===== src/rtl/fifo_wptr_full.sv =====
// Write-side pointer / flag generator for the async FIFO (write clock domain).
// Produces the storage write address, Gray write pointer for the read-side
// synchronizer, full / almost-full flags, occupancy and sticky overflow.
module fifo_wptr_full #(
  parameter int addr_width = 4,
  parameter int af_level   = 2
) (
  input  logic                  w_clk,
  input  logic                  w_rst,
  input  logic                  w_inc,
  input  logic [addr_width:0]   wq2_rd_ptr,
  input  logic                  ovf_clr,
  output logic [addr_width-1:0] w_address,
  output logic [addr_width:0]   w_ptr,
  output logic                  full_flag,
  output logic                  almost_full,
  output logic [addr_width:0]   w_count,
  output logic                  w_overflow
);

  localparam int depth = 1 << addr_width;
  localparam logic [addr_width:0] af_thresh = (addr_width+1)'(depth - af_level);

  logic [addr_width:0] wbin;
  logic [addr_width:0] wbin_n;
  logic [addr_width:0] wgray_n;
  logic [addr_width:0] rbin;
  logic [addr_width:0] count_n;
  logic [addr_width:0] full_cmp;
  logic                push;
  logic                full_n;
  logic                af_n;

  // Gray -> binary: each bit is the XOR of all Gray bits at or above it.
  always_comb begin
    rbin = '0;
    for (int i = 0; i <= addr_width; i++)
      rbin[i] = ^(wq2_rd_ptr >> i);
  end

  // Next pointer, occupancy and flag values; push is qualified by the
  // registered full flag exactly as the memory write enable is.
  always_comb begin
    push     = w_inc & ~full_flag;
    wbin_n   = wbin + {{addr_width{1'b0}}, push};
    wgray_n  = (wbin_n >> 1) ^ wbin_n;
    count_n  = wbin_n - rbin;
    // Full when the write pointer is one lap ahead: top two Gray bits
    // inverted, remaining bits equal.
    full_cmp = {~wq2_rd_ptr[addr_width:addr_width-1], wq2_rd_ptr[addr_width-2:0]};
    full_n   = (wgray_n == full_cmp);
    af_n     = (count_n >= af_thresh);
  end

  // Pointer, occupancy and flag registers.
  always_ff @(posedge w_clk) begin
    if (w_rst) begin
      wbin        <= '0;
      w_ptr       <= '0;
      full_flag   <= 1'b0;
      w_count     <= '0;
      almost_full <= 1'b0;
    end else begin
      wbin        <= wbin_n;
      w_ptr       <= wgray_n;
      full_flag   <= full_n;
      w_count     <= count_n;
      almost_full <= af_n;
    end
  end

  // Sticky overflow: a rejected write sets it; set beats a same-cycle clear.
  always_ff @(posedge w_clk) begin
    if (w_rst)                  w_overflow <= 1'b0;
    else if (w_inc & full_flag) w_overflow <= 1'b1;
    else if (ovf_clr)           w_overflow <= 1'b0;
  end

  // Address is a direct slice of the binary pointer register.
  assign w_address = wbin[addr_width-1:0];

endmodule


===== config.mk =====
export PLATFORM = sky130hd
export DESIGN_NAME = fifo_wptr_full
export DESIGN_NICKNAME = d
export VERILOG_FILES = /design/src/rtl/fifo_wptr_full.sv
export SDC_FILE = /design/constraint.sdc
export NUM_CORES = 1
export LEC_CHECK = 0
export CELL_PAD_IN_SITES_DETAIL_PLACEMENT = 1
export CELL_PAD_IN_SITES_GLOBAL_PLACEMENT = 2
export CORE_MARGIN = 1
export CORE_UTILIZATION = 27
export CTS_CLUSTER_SIZE = 16
export DETAILED_ROUTE_END_ITERATION = 10
export GPL_TIMING_DRIVEN = 0
export HOLD_SLACK_MARGIN = 0.08
export PLACE_DENSITY = 0.78
export REMOVE_ABC_BUFFERS = 1
export SLEW_MARGIN = 20
export SYNTH_ARGS = -nofsm -noshare
export SYNTH_HDL_FRONTEND = slang
export SYNTH_SLANG_ARGS = --single-unit

===== constraint.sdc =====
create_clock -name w_clk -period 3.6 [get_ports w_clk]
set_input_delay 1.08 -clock w_clk [delete_from_list [all_inputs] [get_ports w_clk]]
set_output_delay 1.08 -clock w_clk [all_outputs]
set_load 0.005 [all_outputs]

==> impl_metrics.csv <==
group,metric,value,unit
clocking,clk_pin_slew,0.09,ns
grt,grt.total_usage,0.112,
final_layout,antenna_cells,0,
final_layout,fin_area,0.00125,sq mm
yosys,synthTopCellsByArea,"dfxtp_1 40%, xor2_1 8.2%, ha_1 7.3%",
sta,fin_worst_skew,0.00119,ns
clocking,clk_root_buffer_cell,"clkbuf_4",
sta,finalMaxSlewViolations,0,
drt,vias,683,
pwr,p_per_area,402,mW/mm^2
pwr,intPower,0.359,mW
worst_setup_path,cp-end-kind,"register",
yosys,synth_area,860,sq um
place,place_congestion,0.719,
floorplanning,dieArea,0.00341,sq mm
floorplanning,coreArea,0.00303,sq mm
floorplanning,die_w,58.4,microns
job,cap_violations,0,
clocking,cts_buffers,3,
min_path,hp-class,"reg -> reg",
floorplanning,rows,20,
drt,ant_nets,0,
clocking,cts.hold.buffers_added,0,
pwr,total_leakage_power,0.483,nW
final_layout,layout.nets,135,
floorplanning,ios,26,
yosys,yosysUniqueCellTypes,28,
floorplanning,initial_core_util,0.284,
pwr,ir_worst_vdd,0.0947,mV
clocking,ctsLongestPathBuffers,2,
yosys,ys_seq_elements,17,
place,dpl.hpwl,1.40,mm
final_layout,drive_above_1_share,0.151,
pwr,swShare,0.282,
drt,wl_per_cell,11.1,microns
final_layout,synthToLayoutAreaGrowth,45.0,%
sta,hold_viol,0,
yosys,synth.largest_area_cell,"dfxtp_1",
grt,antenna_found_initial,0,
status,status,"complete, no violations",
sta,setup_viol,0,
clocking,h-tree-depth,1,
worst_setup_path,crit_type,"in -> reg",
place,placed_area,0.00116,sq mm
sta,tightest_slew,0.640,ns
yosys,synth_flop_cell,"dfxtp_1",
sta,fmax,0.295,GHz
sta,fin_crit_sh,0.943,
worst_setup_path,cp_data_required_time,3.78,ns
drt,vias_per_cell,4.19,
yosys,synth_cells,88,
yosys,synth_edf_count,0,
grt,grt_pass1_wl,2.87,mm
clocking,cts.sinks,17,
final_layout,layout_commonest_cell,"clkdlybuf4s50_1",
pwr,seqPwrFrac,0.439,
yosys,avgSynthCellArea,9.77,sq um
pwr,p_comb_frac,0.367,
drt,first_pass_iters,3,
drt,first_iter_violations,5,
floorplanning,dieHeight,58.4,microns
clocking,clk_latency,0.28,ns
sta,slew_headroom,0.572,
pwr,clkPwrFrac,0.194,
grt,grt_max_degree,18,
pwr,power,0.500,mW
final_layout,layout_common_cells,"23 x clkdlybuf4s50_1, 17 x dfxtp_1, 13 x nor2_1",
pwr,p_sw,0.141,mW
drt,drt_wl_total,1.81,mm
drt,drcViolationCount,0,
place,port_buffers,25,
worst_setup_path,worstPathMaxFanout,5,
yosys,yosysSeqAreaShare,0.396,
clocking,cts_tree,"done",
yosys,yosysWarnings,0,
worst_setup_path,start_kind,"primary input",
sta,min_period,3.40,ns
worst_setup_path,cp.arrival,3.58,ns
yosys,synth_top_area_frac,0.396,
grt,grt_pass1_vias,669,
grt,globalRouteOverflowTotal,0,
yosys,ys_async_sr_fraction,0,
-- Yosys cell counts, types with 2 or more instances --
cell type / number
xnor2_1: 7
xor2_1: 8
o21ai_0: 3
nand3_1: 4
or3_1: 2
dfxtp_1: 17
nor2b_1: 5
a21oi_1: 2
inv_1: 5
ha_1: 5
nor2_1: 13
-- metal layers --
metal	up-vias	GRT usage	wire length [microns]
met5	-	0	0
met4	0	0.0612	19
met3	2	0.00659	51
met2	14	0.199	975
met1	317	0.135	764
li1	350	-	-
-- registers in the layout (all words and copies together) (netlist names) --
name,count
full_flag,1
w_count,5
almost_full,1
wbin,4
w_overflow,1
w_ptr,5
-- power groups by stage --
stage               Clock [mW]  Combinational, mW  Sequential (mW)
global placement             0              0.170            0.223
floorplan                    0             0.0929            0.226
detailed placement           0              0.174            0.224
CTS                      0.105              0.179            0.220
finish                  0.0973              0.183            0.220
global route             0.111              0.205            0.222
-- worst max-delay path, stage by stage --
cell and delay (ns):
clkdlybuf4s50_1 0.42, nor2b_1 0.14, ha_1 0.23, ha_4 0.20, xor2_4 0.17, buf_4 0.16, xnor2_1 0.30, nand3_1 0.11
nor2b_1 0.15, or3_1 0.34, a221oi_2 0.29
-- cell type report --
class / count / area, sq um
multi-input combinational: 64 / 531
timing repair buffer: 29 / 275
tap: 44 / 55.1
clock buffer: 4 / 26.3
fill: 348 / 1780
sequential: 17 / 340
inverter: 5 / 18.8
-- cells by family after synthesis --
group,count (synthesis),share of synthesized area
multiplexers,1,0.0131
flip-flops,17,0.396
AND/OR/NAND/NOR,29,0.167
XOR/XNOR,17,0.204
AO/OA/AOI/OAI,11,0.0932
adder cells (fa/ha/maj),6,0.0961
buffers and inverters,7,0.0306
-- worst paths after layout --
kind	endpoint	slack, ns	startpoint	depth (start not counted)
worst max-delay path	full_flag$_SDFF_PP0_	0.20	w_inc	11
worst min-delay path	w_overflow$_SDFFE_PP0P_	0.47	w_overflow$_SDFFE_PP0P_	2
worst max register to register	full_flag$_SDFF_PP0_	1.14	full_flag$_SDFF_PP0_	10
worst min register to register	w_overflow$_SDFFE_PP0P_	0.47	w_overflow$_SDFFE_PP0P_	2
-- timing repair --
item,CTS,global route
pin swaps,3,4
setup buffers,1,3
setup endpoints to repair,2,2
endpoints found under the hold margin,0,0
cloned,0,0
resized for setup,4,8
-- metrics by stage --
| step | TNS (ns) | cells | worst slack, ns | utilization | hold WS [ns] |
|---|---|---|---|---|---|
| after floorplan | 0 | 86 | 0.290 | - | 0.455 |
| after global placement | -1.43 | 155 | -0.568 | 0.382 | 0.456 |
| after detailed placement | -1.64 | 155 | -0.655 | 0.382 | 0.464 |
| after CTS | 0 | 160 | 0.00422 | 0.396 | 0.476 |
| after global routing | -0.00785 | 163 | -0.00785 | 0.412 | 0.520 |
| final | 0 | 163 | 0.205 | 0.412 | 0.470 |
Power figures use the tool's default switching activity.
